**src/rtl/controlador_dupla_rampa_pkg.sv**
```systemverilog
// rtl/controlador_dupla_rampa_pkg.sv - state encoding and full-scale constant for the dual-slope ADC controller
`timescale 1ns/1ps
package controlador_dupla_rampa_pkg;

  typedef enum logic [2:0] {
    OCIOSO     = 3'd0,
    AUTOZERO   = 3'd1,
    INTEGRA    = 3'd2,
    DESINTEGRA = 3'd3,
    CARREGA    = 3'd4
  } estado_t;

  localparam int N_INTEGRA = 1000;

endpackage

```
**src/rtl/controlador_dupla_rampa_temporizador_zero.sv**
```systemverilog
// rtl/controlador_dupla_rampa_temporizador_zero.sv - loadable auto-zero down-counter, saturating at zero
`timescale 1ns/1ps
module temporizador_zero #(
  parameter int T_ZERO = 8
) (
  input  logic ck,
  input  logic rst,
  input  logic carga,
  output logic fim,
  output logic primeiro
);

  localparam int W = $clog2(T_ZERO + 1);
  localparam logic [W-1:0] INICIAL = W'(T_ZERO - 1);

  logic [W-1:0] cont_q, cont_d;

  // Loaded with T_ZERO-1 so that fim marks the last of exactly T_ZERO cycles.
  always_comb begin
    cont_d = cont_q;
    if (carga) begin
      cont_d = INICIAL;
    end else if (cont_q != '0) begin
      cont_d = cont_q - 1'b1;
    end
  end

  always_ff @(posedge ck or posedge rst) begin
    if (rst) begin
      cont_q <= '0;
    end else begin
      cont_q <= cont_d;
    end
  end

  assign fim      = (cont_q == '0);
  assign primeiro = (cont_q == INICIAL);

endmodule

```
**src/rtl/controlador_dupla_rampa.sv**
```systemverilog
// rtl/controlador_dupla_rampa.sv - dual-slope ADC control FSM driving the BCD counter and integrator switches
// Optional CONVERSAO_CONTINUA_EN: restart auto-zero after every conversion without waiting for inicio.
`timescale 1ns/1ps
module controlador_dupla_rampa
  import controlador_dupla_rampa_pkg::*;
#(
  parameter int T_ZERO = 8
) (
  input  logic ck,
  input  logic rst,
  input  logic inicio,
  input  logic Vint_z,
  input  logic enb_3,
  output logic rst_s,
  output logic enb_0,
  output logic ld,
  output logic ch_zr,
  output logic ch_vm,
  output logic ch_ref,
  output logic ocupado,
  output logic estouro
);

  estado_t estado_q, estado_d;
  logic    estouro_q, estouro_d;
  logic    carga_tmr, tmr_fim, tmr_primeiro;
  logic    base_enb;

  temporizador_zero #(.T_ZERO(T_ZERO)) u_temporizador (
    .ck       (ck),
    .rst      (rst),
    .carga    (carga_tmr),
    .fim      (tmr_fim),
    .primeiro (tmr_primeiro)
  );

  always_ff @(posedge ck or posedge rst) begin
    if (rst) begin
      estado_q  <= OCIOSO;
      estouro_q <= 1'b0;
    end else begin
      estado_q  <= estado_d;
      estouro_q <= estouro_d;
    end
  end

  always_comb begin
    estado_d  = estado_q;
    estouro_d = estouro_q;
    carga_tmr = 1'b0;
    rst_s     = 1'b0;
    base_enb  = 1'b0;
    ld        = 1'b0;
    ch_zr     = 1'b0;
    ch_vm     = 1'b0;
    ch_ref    = 1'b0;
    ocupado   = 1'b1;
    case (estado_q)
      OCIOSO: begin
        ch_zr   = 1'b1;
        ocupado = 1'b0;
        if (inicio) begin
          estado_d  = AUTOZERO;
          estouro_d = 1'b0;
          carga_tmr = 1'b1;
        end
      end
      AUTOZERO: begin
        ch_zr = 1'b1;
        rst_s = tmr_primeiro;
        if (tmr_fim) estado_d = INTEGRA;
      end
      INTEGRA: begin
        ch_vm    = 1'b1;
        base_enb = 1'b1;
        if (enb_3) estado_d = DESINTEGRA;
      end
      DESINTEGRA: begin
        ch_ref   = 1'b1;
        base_enb = 1'b1;
        if (Vint_z) begin
          estado_d = CARREGA;
        end else if (enb_3) begin
          // Overflow flag is set even when continuous mode restarts at once,
          // so the over-range result stays visible through the next auto-zero.
          estouro_d = 1'b1;
`ifdef CONVERSAO_CONTINUA_EN
          estado_d  = AUTOZERO;
          carga_tmr = 1'b1;
`else
          estado_d  = OCIOSO;
`endif
        end
      end
      CARREGA: begin
        ld    = 1'b1;
        ch_zr = 1'b1;
`ifdef CONVERSAO_CONTINUA_EN
        estado_d  = AUTOZERO;
        estouro_d = 1'b0;
        carga_tmr = 1'b1;
`else
        estado_d  = OCIOSO;
`endif
      end
      default: begin
        estado_d = OCIOSO;
        ch_zr    = 1'b1;
        ocupado  = 1'b0;
      end
    endcase
  end

  // Zero crossing freezes the count in the very cycle it is seen.
  assign enb_0   = base_enb & ~((estado_q == DESINTEGRA) & Vint_z);
  assign estouro = estouro_q;

endmodule

```
**config.mk**
```make
export PLATFORM = sky130hd
export DESIGN_NAME = controlador_dupla_rampa
export DESIGN_NICKNAME = d
export VERILOG_FILES = /design/src/rtl/controlador_dupla_rampa_pkg.sv /design/src/rtl/controlador_dupla_rampa_temporizador_zero.sv /design/src/rtl/controlador_dupla_rampa.sv
export SDC_FILE = /design/constraint.sdc
export NUM_CORES = 1
export LEC_CHECK = 0
export CELL_PAD_IN_SITES_DETAIL_PLACEMENT = 2
export CELL_PAD_IN_SITES_GLOBAL_PLACEMENT = 2
export CORE_MARGIN = 2
export CORE_UTILIZATION = 29
export CTS_CLUSTER_DIAMETER = 40
export DETAILED_ROUTE_END_ITERATION = 7
export PLACE_DENSITY_LB_ADDON = 0.05
export SYNTH_ARGS = -nofsm -noshare
export SYNTH_HDL_FRONTEND = slang
export SYNTH_SLANG_ARGS = --single-unit
```
**constraint.sdc**
```tcl
create_clock -name ck -period 3 [get_ports ck]
set_input_delay 0.6 -clock ck [delete_from_list [all_inputs] [get_ports ck]]
set_output_delay 0.6 -clock ck [all_outputs]
set_load 0.005 [all_outputs]
```
==> out/metrics.cfg <==
[yosys]
syn_area_per_cell_um2 = 9.740
ys.flop_type = dfrtp_1
ys_ff_latch = 8
yosysSeqAreaShare_pct = 40.30
synth_edf_count = 0
synth_cells = 51
syn_area_um2 = 496.7
syn-num-nets = 59
ys_warn_count = 0
async_reset_ff_share_pct = 100.0
yosysUniqueCellTypes = 23

[timing]
setup_viol = 0
rsz0062_at_grt = no
tightest_slew_ns = 0.4602
period_needed_ns = 2.372
period_share_pct = 79.06
drv_slew = 0
setup_tns_ns = 0
timing_hold_violations_final = 0
layout_setup_ws_ns = 0.6283
slew_headroom_pct = 68.89
clock.fmax_ghz = 0.4216
finClkSkew_ns = 0.008790

[power_and_ir_drop]
switching_share_pct = 38.19
leakagePower_nw = 0.2687
p_clk_share_pct = 13.8
combPwrFrac_pct = 48.1
ir_drop_uv = 383.4
power_frac_seq_pct = 38.1
power.internal_mw = 0.3729
switchingPower_mw = 0.2304
p_per_area_nw_per_um2 = 945.4

[clocking]
clockBufferDepth = 2
cts_root_buf = clkbuf_4
cts_max_level = 1
cts_tree = yes
cts_setup_buffers = 0
ctsResizeCount = 0
clock_latency_ns = 0.26
cts_hold_buf = 0
numCtsBuffers = 3
cts.sinks = 8
path_clk_slew_ns = 0.05

[hold_path]
hold_path_end = estouro
min_path_type = reg -> reg
hold_path_depth = 2
hp-start = estouro

[detailed_routing]
ant_nets = 0
drt_wl_total_um = 1176
drtIter0Drc = 1
drtPass1Iterations = 3
vias_per_cell = 5.203
wl_per_cell_um = 14.89
drc = 0
via_count = 411

[grt]
grt_pass1_wl_um = 2021
antenna_found_initial = 0
grt_max_degree = 12
globalRouteOverflowTotal = 0
grt_use_total_pct = 13.96
grt_pass1_vias = 445

[floorplanning]
fp.dieW_um = 45.39
fp.dieH_um = 45.39
rows = 14
start_util_pct = 31.86
ioPinCount = 13
die_area_um2 = 2060
core_area_um2 = 1559

[placed_design]
port_buffers = 12
post-dp-hpwl_um = 933.7
dpl_cell_area_um2 = 615.6
gp_congestion = 0.7548
dp_slack_ns = 0.6297

[critical_path]
worstPathArrival_ns = 1.77
critPathMaxStageDelay_ns = 0.52
crit_top_cell = clkdlybuf4s50_1
slowest_stage = clkdlybuf4s50_1
cp-end-kind = output port
cp-start-kind = input pin
worst_r2r_path_depth = 5
worstReg2RegEnd = estado_q[1]
cp_max_fo = 5
crit_chain = clkdlybuf4s50_1 -> a21oi_1 -> clkdlybuf4s50_1
timing.rr.start = u_temporizador.cont_q[0]
critPathKind = in -> out
r2r_setup_slack_ns = 1.50
cp.required_ns = 2.40

[final_layout]
nNetsFinal = 73
fillers = 172
stdcell_area_um2 = 638.1
area_growth_pct = 28.46
drive_above_1_share_pct = 7.937
antenna_cells = 0

[status]
status = finished, final reports clean

[job]
maxCapViolations = 0

-- power by group through the flow --
stage / Sequential [mW] / Clock, mW / Combinational (mW)
floorplan: 0.187 / 0 / 0.215
global placement: 0.229 / 0 / 0.286
detailed placement: 0.234 / 0 / 0.295
CTS: 0.232 / 0.0871 / 0.299
global route: 0.240 / 0.0918 / 0.336
finish: 0.230 / 0.0830 / 0.290
-- worst max path at each step --
| stage | start | end | cells past startpoint |
|---|---|---|---|
| 6_report | Vint_z | enb_0 | 3 |
| 5_1_grt | Vint_z | enb_0 | 3 |
| 4_1_cts | Vint_z | enb_0 | 3 |
| 3_5_place_dp | Vint_z | enb_0 | 3 |
| 3_3_place_gp | Vint_z | enb_0 | 3 |
| 2_1_floorplan | estado_q[2] | rst_s | 3 |
-- flip-flops by register name, summed over array words and instances, names as in the netlist --
signal / flops
u_temporizador.cont_q: 4
estouro: 1
estado_q: 3
-- routing by layer --
metal  wire length [um]  part of all wire (%)  vias up  global-route usage, %
met2                535                    45       10                  20.85
met4                 20                   1.7        0                  5.294
met3                 48                   4.1        2                  3.571
li1                   -                     -      203                      -
met1                571                    49      196                  19.21
met5                  0                     0        -                      0
-- per-stage QoR --
| stage | hold WS (ns) | power, mW | util (%) | instances |
|---|---|---|---|---|
| 3_5_place_dp | 0.5067 | 0.5284 | 39.49 | 76 |
| 4_1_cts | 0.5136 | 0.6176 | 40.93 | 79 |
| 2_1_floorplan | 0.4157 | 0.4023 | - | 51 |
| 6_report | 0.5080 | 0.6033 | 40.93 | 79 |
| 3_3_place_gp | 0.4863 | 0.5156 | 39.49 | 76 |
| 5_1_grt | 0.5893 | 0.6674 | 40.93 | 79 |
-- cell usage after synthesis, types with 2 or more instances --
cell      instances  area, um2
nand2_1           4      15.01
buf_2             2      10.01
nand2b_1          2      12.51
nor2_1            3      11.26
inv_1             4      15.01
a21oi_1           2      10.01
o21ai_0           2      10.01
nand3b_1          2      15.01
nor3_1            3      15.01
ha_1              3      37.54
dfrtp_1           8      200.2
and2_1            2      12.51
xnor2_1           4      35.03
-- placed cells by master (no fill, tap or decap), drive strengths merged --
cell,instances
o211ai,1
nand2b,2
nor3,3
o21ai,2
xnor2,4
a21oi,2
o32ai,1
nor4b,1
o32a,1
nor3b,1
dfrtp,8
a31oi,1
nand3b,2
or4b,1
nand2,4
mux2i,1
inv,4
ha,3
and3b,1
clkbuf,3
clkdlybuf4s50,12
nor2,3
and2,2
-- critical path, delay by kind of cell --
family	cells	cell delay [ns]
AOI/OAI and AO/OA	1	0.17
buffers and inverters	2	1.00
-- kinds of logic after synthesis --
kind of cell | share of synthesized area (%)
simple gates | 25.18
compound gates | 10.58
flops | 40.30
buf+inv | 7.304
xor+xnor | 7.052
fa+ha+maj | 7.557
mux | 2.015
-- final cells by class --
class | count | area [um2] | share of cell area [%]
Multi-Input combinational cell | 36 | 260.3 | 40.78
Tap cell | 16 | 20.02 | 3.137
Inverter | 4 | 15.01 | 2.353
Timing Repair Buffer | 12 | 120.1 | 18.82
Sequential cell | 8 | 200.2 | 31.37
Clock buffer | 3 | 22.52 | 3.529
Power figures use the tool's default switching activity.
